`src/rtl/mips_pkg.sv`:
```
// mips_pkg: shared requester roles and constants for the writeback path
package mips_pkg;
  localparam int DEF_DATA_W = 32;
  localparam int DEF_AW = 5;
  localparam logic [1:0] REQ_ALU = 2'd0;
  localparam logic [1:0] REQ_LOAD = 2'd1;
  localparam logic [1:0] REQ_FP = 2'd2;
  localparam logic [1:0] REQ_JAL = 2'd3;
  localparam int LINK_REG = 31;
  localparam int PC_INC = 4;
endpackage

```
`src/rtl/mips_rr_pick.sv`:
```
// mips_rr_pick: combinational 4-way round-robin picker starting at i_ptr
module mips_rr_pick (
  input  logic [3:0] i_req,
  input  logic [1:0] i_ptr,
  output logic [3:0] o_gnt,
  output logic [1:0] o_win
);
  logic [1:0] w_off;
  // distance from the pointer to the first requester in search order
  always_comb begin
    w_off = '0;
    for (int k = 3; k >= 0; k--) if (i_req[2'(k) + i_ptr]) w_off = 2'(k);
  end
  assign o_win = i_ptr + w_off;
  assign o_gnt = |i_req ? 4'b0001 << o_win : 4'b0000;
endmodule

```
`src/rtl/mips_wb_arbiter.sv`:
```
// mips_wb_arbiter: round-robin owner of the register file's single write port
module mips_wb_arbiter
  import mips_pkg::*;
#(
  parameter int DATA_W = DEF_DATA_W,
  parameter int AW = DEF_AW,
  parameter int NREQ = 4
) (
  input  logic              CLK,
  input  logic              RST_N,
  input  logic              STALL,
  input  logic [NREQ-1:0]   REQ,
  input  logic [4*AW-1:0]   REQ_IDX,
  input  logic [4*DATA_W-1:0] REQ_DATA,
  input  logic [DATA_W-1:0] PC,
  output logic [NREQ-1:0]   GNT,
  output logic              WB_WE,
  output logic              WB_FP,
  output logic [AW-1:0]     WB_IDX,
  output logic [DATA_W-1:0] WB_DATA,
  output logic [1:0]        WB_SRC
);
  logic [1:0] r_ptr, r_src;
  logic r_we, r_fp;
  logic [AW-1:0] r_idx;
  logic [DATA_W-1:0] r_data;
  logic [3:0] w_pick;
  logic [1:0] w_win;
  logic w_go, w_fp, w_jal, w_we;
  logic [AW-1:0] w_idx;
  logic [DATA_W-1:0] w_data;

  mips_rr_pick u_pick (.i_req(REQ), .i_ptr(r_ptr), .o_gnt(w_pick), .o_win(w_win));

  assign GNT = (RST_N && !STALL) ? w_pick : '0;
  assign w_go = |GNT;
  assign w_fp = w_win == REQ_FP;
  assign w_jal = w_win == REQ_JAL;
  assign w_idx = w_jal ? AW'(LINK_REG) : REQ_IDX[w_win*AW +: AW];
  assign w_data = w_jal ? PC + DATA_W'(PC_INC) : REQ_DATA[w_win*DATA_W +: DATA_W];
  // writes to int register 0 are consumed but never enabled
  assign w_we = w_fp || (w_idx != '0);

  // pointer and write-port register; stall freezes everything, idle drops enable only
  always_ff @(posedge CLK or negedge RST_N) begin
    if (!RST_N) begin
      r_ptr <= '0;
      r_we <= 1'b0;
      r_fp <= 1'b0;
      r_idx <= '0;
      r_data <= '0;
      r_src <= '0;
    end else if (!STALL) begin
      if (w_go) begin
        r_ptr <= w_win + 2'd1;
        r_we <= w_we;
        r_fp <= w_fp;
        r_idx <= w_idx;
        r_data <= w_data;
        r_src <= w_win;
      end else begin
        r_we <= 1'b0;
      end
    end
  end

  assign WB_WE = r_we;
  assign WB_FP = r_fp;
  assign WB_IDX = r_idx;
  assign WB_DATA = r_data;
  assign WB_SRC = r_src;
endmodule

```
`config.mk`:
```
export PLATFORM = sky130hd
export DESIGN_NAME = mips_wb_arbiter
export DESIGN_NICKNAME = d
export VERILOG_FILES = /design/src/rtl/mips_pkg.sv /design/src/rtl/mips_rr_pick.sv /design/src/rtl/mips_wb_arbiter.sv
export SDC_FILE = /design/constraint.sdc
export NUM_CORES = 1
export LEC_CHECK = 0
export ABC_AREA = 0
export BUFFER_PORTS_ARGS = -buffer_cell sky130_fd_sc_hd__buf_2
export CORE_UTILIZATION = 32
export CTS_BUF_LIST = sky130_fd_sc_hd__clkbuf_4
export CTS_CLUSTER_DIAMETER = 60
export DETAILED_ROUTE_END_ITERATION = 16
export GPL_TIMING_DRIVEN = 0
export PLACE_DENSITY = 0.61
export SKIP_CTS_REPAIR_TIMING = 1
export SYNTH_ARGS = -nofsm -noshare
export SYNTH_HDL_FRONTEND = slang
export SYNTH_SLANG_ARGS = --single-unit
export TNS_END_PERCENT = 1
```
`constraint.sdc`:
```
create_clock -name CLK -period 11.2 [get_ports CLK]
set_input_delay 0.56 -clock CLK [delete_from_list [all_inputs] [get_ports CLK]]
set_output_delay 0.56 -clock CLK [all_outputs]
set_load 0.02 [all_outputs]
```
==> reports/metrics.yaml <==
yosysTopAreaCell: "dfrtp_1"
clk_latency_ps: 350
synthArstFlopShare_pct: 100
min_period_over_period_pct: 41.5
path_depth: 15
wl_um: 13500
cts_tree: "yes"
via_count: 4014
layout-drive-gt1-share_pct: 45.8
fp.coreArea_um2: 11000
tns_ps: 0
grt_pass1_wl_um: 20100
worst_ep_arrival_time_ps: 4880
r2r_cells: 15
yosys.cell_types.count: 47
rsz0062_at_grt: "false"
avgSynthCellArea_um2: 10.1
r2r-end: "WB_DATA[1]$_DFFE_PN0P_"
synth_most_common_cell: "dfrtp_1"
dp.cells: 735
dp_hpwl_um: 10900
drtPass1Iterations: 4
cp_slowest_stage_delay_ps: 860
crit_family: "compound AO/OA/AOI/OAI gates"
portBuffers: 229
start_kind: "flip-flop"
routedWlPerCell_um: 18.2
hold_viol: 0
status: "finished clean"
synth_top_area_share_pct: 29.2
cts.path.max_buffers: 2
r2r_start: "r_ptr[1]$_DFFE_PN0P_"
end_kind: "flip-flop"
max_slew.worst_pin.slew_ps: 1050
hp-class: "in2async"
grt_max_degree: 45
vias_per_cell: 5.39
regArea_um2: 1080
synth_warnings: 0
synthTopCellsByCount: "dfrtp_1 (43), nand2_1 (38), mux4_2 (29)"
first_global_vias: 4017
yosysSeqAreaShare_pct: 29.2
worstPathMaxFanout: 10
cts_buffers: 5
synth_edf_count: 0
worstSetupStartpoint: "r_ptr[1]$_DFFE_PN0P_"
fin_crit_ps: 4640
fin_util_pct: 45.9
crit_type: "reg2reg"
fp.dieW_um: 109
ant_nets: 0
vdd_drop_max_mv: 0.121
reg2reg_slack_ps: 6560
htreeDepth: 2
fillCellCount: 1108
leakagePower_nw: 2.50
ys_ff_latch: 43
synthFlopType: "dfrtp_1"
grt_overflow: 0
setup_ws_ps: 6560
die_h_um: 109
start_util_pct: 33.4
die_area_um2: 12000
critical_path.cell_chain: "buf_6, nand2_1, a21oi_1, nor2_1, a211oi_1, a21oi_1, ha_1, buf_2, buf_2, inv_1, ha_1, o41ai_1, nor2_1, clkbuf_1, a221o_1"
relSlewSlack_pct: 29.7
multiInputGateArea_um2: 2410
slew_violations: 0
clock-root-buffer: "clkbuf_4"
finalNonFillerCells: 745
grt_antenna_before_repair: 3
clk_pin_slew_worst_paths_ps: 130
path_buf_inv: 5
fin_skew_ps: 13.5
dp_slack_ps: 6140
setup_viol: 0
critPathSlowestCell: "o41ai_1"
first_iter_violations: 155
synth_area_leaders: "dfrtp_1 (29%), mux4_2 (18%), xnor2_1 (5.5%)"
drc: 0
powerDensity_nw_per_um2: 287
syn_area_um2: 3690
crit_required_ps: 11440
grtUsageTotal_pct: 22.4
timing.fmax_mhz: 215
ios: 232
nNetsFinal: 795
num_rows: 38
syn-instance-count: 366
place_congestion: 0.825
synth_nets: 559
drv_cap: 0
area_delta_synth_final_pct: 37.4
finalPower_mw: 1.45
clock_sinks: 43
cp-endpoint: "WB_DATA[1]$_DFFE_PN0P_"
==> worst min-delay path by stage <==
stage | start | endpoint | slack (ps) | cells past startpoint
finish | RST_N | WB_DATA[20]$_DFFE_PN0P_ | 370 | 1
detailed placement | WB_FP$_DFFE_PN0P_ | WB_FP$_DFFE_PN0P_ | 460 | 1
floorplan | RST_N | WB_DATA[0]$_DFFE_PN0P_ | 260 | 0
CTS | RST_N | WB_DATA[19]$_DFFE_PN0P_ | 390 | 1
global placement | WB_FP$_DFFE_PN0P_ | WB_FP$_DFFE_PN0P_ | 460 | 1
global route | RST_N | WB_DATA[16]$_DFFE_PN0P_ | 440 | 1
==> area by class of cell <==
type / count / area share [%]
sequential: 43 / 21.2
timing repair buffer: 229 / 22.6
clock buffer: 6 / 0.889
tap: 140 / 3.46
clock inverter: 2 / 0.148
multi-input combinational: 286 / 47.6
inverter: 10 / 0.988
antenna: 2 / 0.0988
buffer: 27 / 2.99
==> logic make-up (layout without fill, tap and decap cells) <==
logic type	after synthesis	after routing	synth area share, %
compound gates	78	78	15.1
xor+xnor	28	28	6.65
fa+ha+maj	6	6	2.04
buf+inv	37	274	5.46
flops	43	43	29.2
mux	43	43	23.3
other cells	0	2	0
simple gates	131	131	18.3
==> placed cells by master (no fill, tap or decap), types with 2 or more instances in the layout <==
cell,n
nor4_1,12
nor3b_1,5
and2_1,4
o22a_1,4
and3b_1,2
a221o_1,12
mux4_2,29
xnor2_1,23
nand2_1,38
clkbuf_4,6
nand3_1,14
a311oi_1,2
ha_1,6
a21o_1,20
and3_1,8
a31oi_1,2
clkinv_1,2
buf_6,4
diode_2,2
buf_1,3
o21ai_0,23
buf_2,232
and4_1,2
inv_1,9
nand4_1,5
a21oi_1,7
mux2i_1,10
clkbuf_1,16
nor3_1,11
nor2b_1,4
mux4_1,4
nor2_1,19
dfrtp_1,43
or4_1,2
xor2_1,5
==> metrics by stage <==
| stage | cell area, µm² | hold WS, ps |
|---|---|---|
| floorplan | 3690 | 264 |
| global placement | 5010 | 456 |
| detailed placement | 5010 | 462 |
| CTS | 5060 | 390 |
| global route | 5060 | 435 |
| finish | 5070 | 374 |
==> report_power, final <==
group / switching [mW] / internal [mW] / total (mW)
Clock: 0.0515 / 0.0258 / 0.0773
Sequential: 0.0428 / 0.233 / 0.276
Combinational: 0.590 / 0.510 / 1.10
==> flip-flops by register name, indices dropped and copies added, names as in the netlist <==
signal,flops
r_ptr,2
WB_DATA,32
WB_FP,1
WB_SRC,2
WB_IDX,5
WB_WE,1
==> per-layer routing <==
metal	wire length (µm)	global-route usage [%]	vias to the layer above	part of all wire, %
li1	-	-	1878	-
met1	5590	27.4	1961	41
met2	6780	40.2	162	50
met3	964	4.27	13	7.1
met4	188	5.62	0	1.4
met5	0	0	-	0
==> worst reg2reg max path, stage by stage (launching register included) <==
cell      delay [ps]
dfrtp_1          410
buf_6            160
nand2_1           60
a21oi_1          150
nor2_1            60
a211oi_1         230
a21oi_1           90
ha_1             340
buf_2            360
buf_2            390
inv_1            200
ha_1             250
o41ai_1          860
nor2_1           290
clkbuf_1         350
a221o_1          360
Note: power is estimated with default switching activity, not from simulation.
